==> src/rtl/serial_add_sequencer_pkg.sv <==
// Shared definitions for the bit-serial add/subtract sequencer:
// FSM state codes, op-select encoding and the flag bundle.
package serial_add_sequencer_pkg;

  localparam logic [1:0] S_IDLE = 2'd0;
  localparam logic [1:0] S_RUN  = 2'd1;
  localparam logic [1:0] S_DONE = 2'd2;

  // Op-select encoding shared with the single-cycle ALU control.
  localparam logic OP_ADD = 1'b0;
  localparam logic OP_SUB = 1'b1;

  typedef struct packed {
    logic cout;
    logic overflow;
    logic zero;
  } flags_t;

  localparam flags_t FLAGS_RESET = '{cout: 1'b0, overflow: 1'b0, zero: 1'b1};

endpackage

==> src/rtl/serial_add_sequencer_fa.sv <==
// One-bit full-adder cell (FullAdderNew), the only arithmetic element
// of the serial sequencer.
module serial_add_sequencer_fa (
  input  logic a,
  input  logic b,
  input  logic cin,
  output logic sum,
  output logic cout
);

  assign sum  = a ^ b ^ cin;
  assign cout = (a & b) | (cin & (a ^ b));

endmodule

==> src/rtl/serial_add_sequencer.sv <==
// Bit-serial add/subtract unit: one full adder sequenced LSB first over
// WIDTH cycles behind a start/ready/busy/done handshake.
module serial_add_sequencer
  import serial_add_sequencer_pkg::*;
#(
  parameter  int WIDTH = 32,
  localparam int CNT_W = $clog2(WIDTH + 1)
) (
  input  logic             clk,
  input  logic             rst,
  input  logic             start,
  input  logic             sub,
  input  logic [WIDTH-1:0] a,
  input  logic [WIDTH-1:0] b,
  output logic             ready,
  output logic             busy,
  output logic             done,
  output logic [WIDTH-1:0] result,
  output logic             cout,
  output logic             overflow,
  output logic             zero
);

  logic [1:0]       state_reg;
  logic [WIDTH-1:0] sa_reg;
  logic [WIDTH-1:0] sb_reg;
  logic [WIDTH-1:0] sr_reg;
  logic [WIDTH-1:0] result_reg;
  logic             carry_reg;
  logic [CNT_W-1:0] cnt_reg;
  flags_t           flags_reg;

  logic             fa_sum;
  logic             fa_cout;
  logic             last_bit;
  logic [WIDTH-1:0] sr_next;

  serial_add_sequencer_fa u_fa (
    .a    (sa_reg[0]),
    .b    (sb_reg[0]),
    .cin  (carry_reg),
    .sum  (fa_sum),
    .cout (fa_cout)
  );

  assign last_bit = (cnt_reg == CNT_W'(WIDTH - 1));
  assign sr_next  = {fa_sum, sr_reg[WIDTH-1:1]};

  always_ff @(posedge clk) begin
    if (rst) begin
      state_reg  <= S_IDLE;
      sa_reg     <= '0;
      sb_reg     <= '0;
      sr_reg     <= '0;
      result_reg <= '0;
      carry_reg  <= 1'b0;
      cnt_reg    <= '0;
      flags_reg  <= FLAGS_RESET;
    end else begin
      case (state_reg)
        S_IDLE: begin
          if (start) begin
            sa_reg    <= a;
            sb_reg    <= (sub == OP_SUB) ? ~b : b;
            carry_reg <= (sub == OP_SUB);
            cnt_reg   <= '0;
            state_reg <= S_RUN;
          end
        end
        S_RUN: begin
          sa_reg    <= sa_reg >> 1;
          sb_reg    <= sb_reg >> 1;
          sr_reg    <= sr_next;
          carry_reg <= fa_cout;
          cnt_reg   <= cnt_reg + 1'b1;
          if (last_bit) begin
            // On the MSB step carry_reg is still the carry into the MSB,
            // so the overflow XOR can be formed without a separate latch.
            result_reg         <= sr_next;
            flags_reg.cout     <= fa_cout;
            flags_reg.overflow <= carry_reg ^ fa_cout;
            flags_reg.zero     <= (sr_next == '0);
            state_reg          <= S_DONE;
          end
        end
        S_DONE:  state_reg <= S_IDLE;
        default: state_reg <= S_IDLE;
      endcase
    end
  end

  assign ready    = (state_reg == S_IDLE);
  assign busy     = (state_reg == S_RUN);
  assign done     = (state_reg == S_DONE);
  assign result   = result_reg;
  assign cout     = flags_reg.cout;
  assign overflow = flags_reg.overflow;
  assign zero     = flags_reg.zero;

endmodule
==> config.mk <==
export PLATFORM = sky130hd
export DESIGN_NAME = serial_add_sequencer
export DESIGN_NICKNAME = d
export VERILOG_FILES = /design/src/rtl/serial_add_sequencer_pkg.sv /design/src/rtl/serial_add_sequencer_fa.sv /design/src/rtl/serial_add_sequencer.sv
export SDC_FILE = /design/constraint.sdc
export NUM_CORES = 1
export LEC_CHECK = 0
export BUFFER_PORTS_ARGS = -buffer_cell sky130_fd_sc_hd__buf_2
export CAP_MARGIN = 0
export CORE_MARGIN = 10
export CORE_UTILIZATION = 50
export DETAILED_ROUTE_END_ITERATION = 10
export GPL_TIMING_DRIVEN = 0
export PLACE_DENSITY = 0.71
export SLEW_MARGIN = 40
export SYNTH_ARGS = -nofsm -noshare
export SYNTH_HDL_FRONTEND = slang
export SYNTH_SLANG_ARGS = --single-unit
==> constraint.sdc <==
create_clock -name clk -period 2.1 [get_ports clk]
set_input_delay 0.315 -clock clk [delete_from_list [all_inputs] [get_ports clk]]
set_output_delay 0.315 -clock clk [all_outputs]
set_load 0.02 [all_outputs]
==> run_results.csv, run 1 <==
group,metric,value,unit
global_route,grt_use_total,19.0,%
global_route,grt_pass1_wl,26400,µm
synth,synth_commonest_cells,"dfxtp_1, a21oi_1, nor2_1",
pwr,internal_power,4.84,mW
drt,route.detailed.drc,0,
die,pin_count,106,
die,die_w,131,µm
sta,rsz0062_at_grt,"false",
clock_tree,cts_sinks,139,
setup_path,worst-path-buf-inv,3,
clock_tree,root_buffer,"clkbuf_16",
setup_path,endpoint_kind,"primary output",
sta,setup-tns-final,0,ns
pwr,sequentialPowerShare,44.0,%
drt,vias_per_cell,5.66,
setup_path,crit_path_top_delay_cell,"dfxtp_1",
synth,synthArstFlopShare,0,%
run_status,status,"finished, final reports clean",
global_route,grt.busiest_layer,"met2",
pwr,power_leakage,3.02,nW
global_route,grt_overflow,0,
drt,first_iter_violations,503,
placement,globalplace.congestion,0.836,
synth,yosysMostFrequentCell,"dfxtp_1",
synth,synth_area,6130,µm²
pwr,pwr-share-clk,44.5,%
global_route,first_global_vias,5541,
global_route,globalRouteMet2Util,30.5,%
sta,relSlewSlack,58.0,%
sta,clock_skew,0.00623,ns
pwr,ir_worst_vdd,0.000443,V
synth,synth_flop_cell,"dfxtp_1",
sta,setup_viol,0,
clock_tree,clkSlewWorstSetupHoldPaths,0.06,ns
die,die_height,131,µm
worst_hold_path,worst_hold_path_type,"input pin to flip-flop",
synth,yosysSeqAreaShare,45.4,%
die,initial_core_util,51.0,%
die,rows,40,
drt,antenna_left,0,
setup_path,startpoint_type,"flip-flop",
clock_tree,clk_latency,0.42,ns
die,die-area,17100,µm²
cells_and_area,stdcell_count,1009,
clock_tree,cts_buffers,17,
synth,syn_nets,802,
synth,yosys.area.top_type,"dfxtp_1",
sta,period_needed,1.95,ns
sta,worst_slew_pin_slew,0.622,ns
sta,period_share,92.6,%
setup_path,cp.arrival,1.63,ns
synth,ys_ff_latch,139,
cells_and_area,diodes,0,
cells_and_area,drive_gt1_share,23.2,%
synth,synth_edf_count,0,
clock_tree,htreeDepth,4,
setup_path,cp_data_required_time,1.78,ns
drt,drtPass1Iterations,10,
setup_path,cp_max_fo,16,
clock_tree,cts_tree,"yes",
drt,routed_wl,16100,µm
sta,maxSlewViolCount,0,
synth,synthCells,732,
synth,synth_area_per_cell,8.37,µm²
global_route,gr-usage-met3,5.12,%
clock_tree,post_cts_resized,0,
drt,vias,5715,
sta,fmax,514,MHz
synth,yosysUniqueCellTypes,43,
cells_and_area,num-fill-cells,1086,
global_route,grt_max_degree,29,
global_route,grt_antenna_before_repair,0,
setup_path,critPathMaxStageDelay,0.37,ns
drt,wl_per_cell,15.9,µm
pwr,p_sw_share,25.9,%
placement,dp_hpwl,11700,µm
cells_and_area,stdcell_area,7380,µm²
cells_and_area,fin_nets,920,
pwr,p_switching,1.69,mW
setup_path,path_class,"flip-flop to primary output",
pwr,p_per_area,884,nW/µm²
placement,placed_area,6830,µm²
sta,hold_violations,0,
setup_path,cp_top_family,"buffers and inverters",
die,core_area,12000,µm²
pwr,combPwrFrac,11.5,%
sta,hold-worst-slack,0.133,ns
run,cap_violations,0,
placement,port_buffers,103,
clock_tree,post_cts.repair.setup_buffers,0,
global_route,grtUsageMet1,23.7,%
cells_and_area,utilization,61.5,%
setup_path,path_cells,"nand2b_1, buf_4, inv_2, buf_2",
cells_and_area,syn2layout_area_growth,20.5,%
placement,dp.cells,982,
synth,ys_warn_count,0,
clock_tree,postCtsHoldBufs,0,
synth,synth_top_area_share,45.4,%
synth,synth_area_leaders,"dfxtp_1, a21oi_1, nor2_1",
clock_tree,cts.path.max_buffers,2,
[worst register-to-register path, stage by stage (launching register included)]
cell and delay, ns:
dfxtp_1 0.36, fa_1 0.55, nor4_1 0.38, nand4_1 0.18, o311ai_0 0.29
[routing by layer]
layer	wire (µm)	up-vias	share of wire, %
met5	0	-	0
met4	231	0	1.4
met3	1050	23	6.5
met2	7660	172	48
met1	7150	2677	44
li1	-	2843	-
[worst paths after layout]
kind	startpoint	end	cells past startpoint	slack, ns
min reg2reg	result[17]	result[17]	2	0.47
max	state_reg[1]	busy	4	0.15
max reg2reg	carry_reg	zero	4	0.23
min	a[31]	sa_reg[31]	2	0.13
[cells in the final DEF, fill, tap and decap left out, types with 10 or more instances in the layout]
cell type / n
o221a_2: 30
dfxtp_1: 139
nand2_1: 66
nor2_1: 90
inv_1: 33
clkbuf_16: 17
xor2_1: 28
o21ai_0: 24
clkbuf_1: 32
o21ai_1: 10
a222oi_1: 27
buf_2: 129
a21oi_1: 126
nand3_1: 33
[metrics by stage]
stage / setup WS, ns / power [mW]
global route: 0.0672 / 6.78
global placement: 0.296 / 3.64
detailed placement: 0.285 / 3.67
floorplan: 0.499 / 3.44
CTS: 0.0191 / 6.56
finish: 0.154 / 6.53
[cells by family (layout without fill, tap and decap cells)]
kind of cell	Yosys count	after routing	share of synthesized area, %
AO/OA/AOI/OAI	238	238	26.0
AND/OR/NAND/NOR	217	217	15.9
flip-flops	139	139	45.4
buffers and inverters	103	233	7.45
XOR/XNOR	33	33	4.72
adder cells (fa/ha/maj)	2	2	0.531
[power groups by stage]
stage               sequential (mW)  clock, mW  combinational [mW]
floorplan                      2.89          0               0.543
global placement               2.92          0               0.728
detailed placement             2.92          0               0.753
CTS                            2.87       2.94               0.757
global route                   2.88       3.05               0.840
finish                         2.87       2.90               0.752
[cell type report]
| class | instances | area, µm² | share of cell area (%) |
|---|---|---|---|
| Inverter | 34 | 128 | 1.73 |
| Timing Repair Buffer | 103 | 515 | 6.98 |
| Multi-Input combinational cell | 490 | 2890 | 39.1 |
| Buffer | 65 | 310 | 4.20 |
| Sequential cell | 139 | 2780 | 37.7 |
| Tap cell | 147 | 184 | 2.49 |
| Clock buffer | 17 | 425 | 5.76 |
| Clock inverter | 14 | 149 | 2.02 |
Power figures use the tool's default switching activity.
==> run 2: changes to the inputs <==
GPL_TIMING_DRIVEN = 1   (was 0)
==> run_results.csv, run 2 (same netlist as run 1, synthesis figures left out) <==
group,metric,value,unit
run_status,status,"finished, final reports clean",
sta,fmax,528,MHz
setup_path,startpoint,"state_reg[0]",
drt,vias_per_cell,5.73,
placement,port_buffers,105,
die,die-area,17100,µm²
pwr,p_total,6.48,mW
clock_tree,clkSlewWorstSetupHoldPaths,0.05,ns
sta,clock_skew,0.00774,ns
run,cap_violations,0,
drt,vias,5536,
cells_and_area,diodes,0,
global_route,first_global_vias,5378,
setup_path,r2r_start,"carry_reg",
sta,relSlewSlack,59.2,%
global_route,grt_max_degree,62,
drt,route.detailed.drc,0,
setup_path,ff2ff_setup_slack,0.42,ns
worst_hold_path,worst_hold_path_type,"input pin to flip-flop",
pwr,internal_power,4.92,mW
clock_tree,cts.path.max_buffers,2,
drt,drtPass1Iterations,7,
setup_path,endpoint_kind,"primary output",
placement,pre_cts_slack,0.393,ns
sta,worst_slew_pin_slew,0.604,ns
cells_and_area,utilization,60.7,%
clock_tree,htreeDepth,4,
setup_path,startpoint_type,"flip-flop",
global_route,grt_use_total,18.0,%
sta,rsz0062_at_grt,"false",
sta,period_needed,1.90,ns
cells_and_area,num-fill-cells,1069,
clock_tree,cts_sinks,139,
drt,wl_per_cell,15.7,µm
sta,hold_violations,0,
pwr,p_per_area,889,nW/µm²
setup_path,path_class,"flip-flop to primary output",
die,rows,40,
clock_tree,cts_tree,"yes",
global_route,grt_overflow,0,
placement,globalplace.congestion,0.791,
pwr,pwr-share-clk,44.5,%
die,core_area,12000,µm²
setup_path,cp_data_required_time,1.78,ns
pwr,p_switching,1.56,mW
sta,period_share,90.2,%
cells_and_area,drive_gt1_share,23.2,%
pwr,p_sw_share,24.1,%
sta,setup-tns-final,0,ns
pwr,sequentialPowerShare,44.4,%
clock_tree,root_buffer,"clkbuf_16",
sta,setup_viol,0,
cells_and_area,final_common_cell,"dfxtp_1",
die,die_height,131,µm
clock_tree,cts_buffers,17,
global_route,grt_antenna_before_repair,0,
cells_and_area,mostFrequentLayoutCells,"dfxtp_1, a21oi_1, buf_2",
cells_and_area,syn2layout_area_growth,18.9,%
die,die_w,131,µm
drt,antenna_left,0,
placement,dp_hpwl,10200,µm
sta,setup_slack,0.205,ns
clock_tree,clk_latency,0.42,ns
pwr,power_leakage,2.96,nW
pwr,combPwrFrac,11.1,%
setup_path,r2r_cells,4,
setup_path,crit_end,"busy",
setup_path,cp.arrival,1.58,ns
cells_and_area,fin_nets,877,
pwr,ir_worst_vdd,0.000469,V
sta,hold-worst-slack,0.120,ns
clock_tree,post_cts.repair.setup_buffers,0,
drt,first_iter_violations,500,
setup_path,cp_max_fo,15,
drt,routed_wl,15100,µm
sta,maxSlewViolCount,0,
global_route,grt_pass1_wl,25100,µm
setup_path,r2r-end,"zero",
die,initial_core_util,51.0,%
die,pin_count,106,
[run 2: stage by stage]
stage | cell area [µm²] | cells
final | 7290 | 966
after global routing | 7290 | 966
after CTS | 7280 | 966
after detailed placement | 6710 | 935
after global placement | 6700 | 934
after floorplan | 6130 | 732
[run 2: metal layers]
layer  GRT usage [%]  share of wire [%]  vias to the layer above
met5               0                  0                        -
met4            7.00                1.2                        0
met3            5.48                6.6                       16
met2            29.1                 48                      166
met1            21.9                 44                     2600
li1                -                  -                     2754
[run 2: layout make-up]
| type | count | area, µm² | share of cell area [%] |
|---|---|---|---|
| tap | 147 | 184 | 2.52 |
| inverter | 34 | 128 | 1.75 |
| sequential | 139 | 2790 | 38.2 |
| multi-input combinational | 490 | 2890 | 39.7 |
| clock buffer | 24 | 482 | 6.61 |
| clock inverter | 7 | 90.1 | 1.24 |
| timing repair buffer | 125 | 723 | 9.93 |
[run 2: worst max-delay path, cell delays in order (launching register included)]
cell	delay, ns
dfxtp_2	0.48
nand2b_2	0.16
inv_2	0.28
buf_2	0.25
[run 2: how the worst min path moves through the flow]
| stage | end | slack, ns | cells past startpoint | start |
|---|---|---|---|---|
| 6_report | sa_reg[31] | 0.12 | 2 | a[31] |
| 5_1_grt | sa_reg[31] | 0.11 | 2 | a[31] |
| 4_1_cts | sa_reg[31] | 0.11 | 2 | a[31] |
| 3_5_place_dp | sb_reg[31] | 0.47 | 1 | sb_reg[31] |
| 3_3_place_gp | result[15] | 0.46 | 2 | result[15] |
| 2_1_floorplan | sa_reg[31] | 0.44 | 1 | a[31] |
[run 2: repair_timing]
action	4_1_cts	5_1_grt
gates resized for setup	0	1
hold buffers	0	0
endpoints found under the setup margin	0	1
[run 2: power groups by stage]
stage          sequential, mW  combinational, mW  clock [mW]
3_5_place_dp             2.93              0.720           0
2_1_floorplan            2.89              0.543           0
6_report                 2.88              0.719        2.88
3_3_place_gp             2.92              0.690           0
5_1_grt                  2.89              0.810        3.04
4_1_cts                  2.87              0.724        2.92
==> run 3: changes to the inputs <==
ABC_AREA = 1   (was unset)
GPL_ROUTABILITY_DRIVEN = 0   (was unset)
PLACE_DENSITY = 0.72   (was 0.71)
==> run_results.csv, run 3 <==
group,metric,value,unit
synth,ys_warn_count,0,
synth,synth_area,6030,µm²
setup_path,startpoint_type,"flip-flop",
sta,fmax,536,MHz
clock_tree,cts_sinks,139,
drt,first_iter_violations,436,
global_route,first_global_vias,5027,
cells_and_area,diodes,0,
cells_and_area,utilization,60.7,%
clock_tree,cts_buffers,17,
setup_path,endpoint_kind,"primary output",
synth,syn_nets,934,
sta,rsz0062_at_grt,"false",
drt,wl_per_cell,12.9,µm
clock_tree,postCtsHoldBufs,0,
global_route,grt_antenna_before_repair,0,
clock_tree,clk_latency,0.42,ns
die,die_height,130,µm
cells_and_area,multiInputGateArea,2700,µm²
clock_tree,post_cts_resized,0,
cells_and_area,mostFrequentLayoutCells,"nand2_1, nor2_1, dfxtp_1",
drt,route.detailed.drc,0,
cells_and_area,stdcell_count,1109,
setup_path,cp_data_required_time,1.78,ns
cells_and_area,syn2layout_area_growth,19.9,%
sta,hold_violations,0,
pwr,p_per_area,919,nW/µm²
synth,yosys.area.top_type,"dfxtp_1",
drt,antenna_left,0,
pwr,power_leakage,3.42,nW
clock_tree,cts.path.max_buffers,2,
drt,vias_per_cell,4.83,
cells_and_area,num-fill-cells,1141,
cells_and_area,drive_gt1_share,16.7,%
synth,yosysSeqAreaShare,46.2,%
placement,dp_hpwl,9360,µm
global_route,grt_pass1_wl,23400,µm
synth,yosysMostFrequentCell,"nand2_1",
run,cap_violations,0,
sta,setup-tns-final,0,ns
global_route,grt_use_total,17.1,%
run_status,status,"finished, final reports clean",
synth,synth_area_per_cell,6.98,µm²
clock_tree,htreeDepth,4,
synth,ys_ff_latch,139,
synth,synth_commonest_cells,"nand2_1, nor2_1, dfxtp_1",
synth,synth_flop_cell,"dfxtp_1",
pwr,ir_worst_vdd,0.000518,V
placement,dp.cells,1077,
die,initial_core_util,50.6,%
setup_path,cp.arrival,1.55,ns
clock_tree,root_buffer,"clkbuf_16",
placement,port_buffers,105,
synth,synthArstFlopShare,0,%
die,pin_count,106,
cells_and_area,final-seq-area,2780,µm²
sta,relSlewSlack,54.7,%
cells_and_area,final_common_cell,"nand2_1",
synth,synth_edf_count,0,
synth,synth_top_area_share,46.2,%
setup_path,cp_max_fo,78,
die,die-area,16900,µm²
clock_tree,post_cts.repair.setup_buffers,0,
die,die_w,130,µm
worst_hold_path,worst_hold_path_type,"input pin to flip-flop",
sta,worst_slew_pin_slew,0.679,ns
sta,period_needed,1.87,ns
synth,synthCells,864,
synth,synth_area_leaders,"dfxtp_1, nand2_1, nor2_1",
drt,drtPass1Iterations,5,
global_route,grt_overflow,0,
pwr,p_total,6.65,mW
drt,routed_wl,14300,µm
setup_path,path_class,"flip-flop to primary output",
die,rows,40,
sta,period_share,88.9,%
sta,setup_viol,0,
die,core_area,11900,µm²
sta,clock_skew,0.00679,ns
drt,vias,5352,
sta,maxSlewViolCount,0,
clock_tree,cts_tree,"yes",
clock_tree,clkSlewWorstSetupHoldPaths,0.06,ns
global_route,grt_max_degree,79,
synth,yosysUniqueCellTypes,27,
cells_and_area,fin_nets,1019,
## run 3: changes by cell type after synthesis, moves of 12 or more
| cell | before | now |
|---|---|---|
| o221a_2 | 30 | 0 |
| o21ai_0 | 24 | 44 |
| nand2_1 | 66 | 216 |
| a222oi_1 | 27 | 0 |
| nor2_1 | 90 | 199 |
| inv_1 | 33 | 72 |
| a31oi_1 | 0 | 19 |
| a21oi_1 | 126 | 35 |
| clkbuf_1 | 33 | 18 |
| nand3_1 | 33 | 21 |
## run 3: where the power goes
group | total, mW | switching, mW | internal [mW]
Sequential | 2.92 | 0.111 | 2.81
Combinational | 0.766 | 0.470 | 0.296
Clock | 2.96 | 1.13 | 1.83
## run 3: logic make-up after synthesis
group | synth area share [%]
compound gates | 10.9
buf+inv | 9.15
xor+xnor | 4.79
flops | 46.2
simple gates | 28.5
fa+ha+maj | 0.540
## run 3: final cells by class
type | instances | area share [%]
clock buffers | 21 | 6.51
flip-flops and latches | 139 | 38.5
multi-input cells | 596 | 37.3
repair buffers | 118 | 9.48
inverters | 77 | 4.03
well taps | 147 | 2.54
clock inverters | 11 | 1.64
## run 3: through the flow
stage	instance area, µm²	hold slack (ns)	setup WS, ns
6_report	7230	0.114	0.234
5_1_grt	7230	0.108	0.129
4_1_cts	7230	0.109	0.198
3_5_place_dp	6640	0.455	0.392
3_3_place_gp	6640	0.454	0.440
2_1_floorplan	6030	0.425	0.753
## run 3: path summary, 6_finish.rpt
| path | from | to | slack (ns) | cells after the start |
|---|---|---|---|---|
| max | state_reg[1] | busy | 0.23 | 5 |
| min | a[31] | sa_reg[31] | 0.11 | 3 |
| max reg2reg | cnt_reg[0] | result[22] | 0.38 | 8 |
| min reg2reg | sa_reg[31] | sa_reg[31] | 0.46 | 2 |
## run 3: worst max-delay path, cell delays in order (launching register included)
cell and delay [ns]:
dfxtp_1 0.33, inv_2 0.08, nand2_2 0.08, inv_4 0.08, buf_12 0.31, buf_2 0.24
## run 3: routing by layer
layer / GRT usage (%) / part of all wire [%]
met1: 21.0 / 46
met2: 27.9 / 47
met3: 5.11 / 5.4
met4: 6.42 / 1.9
met5: 0 / 0
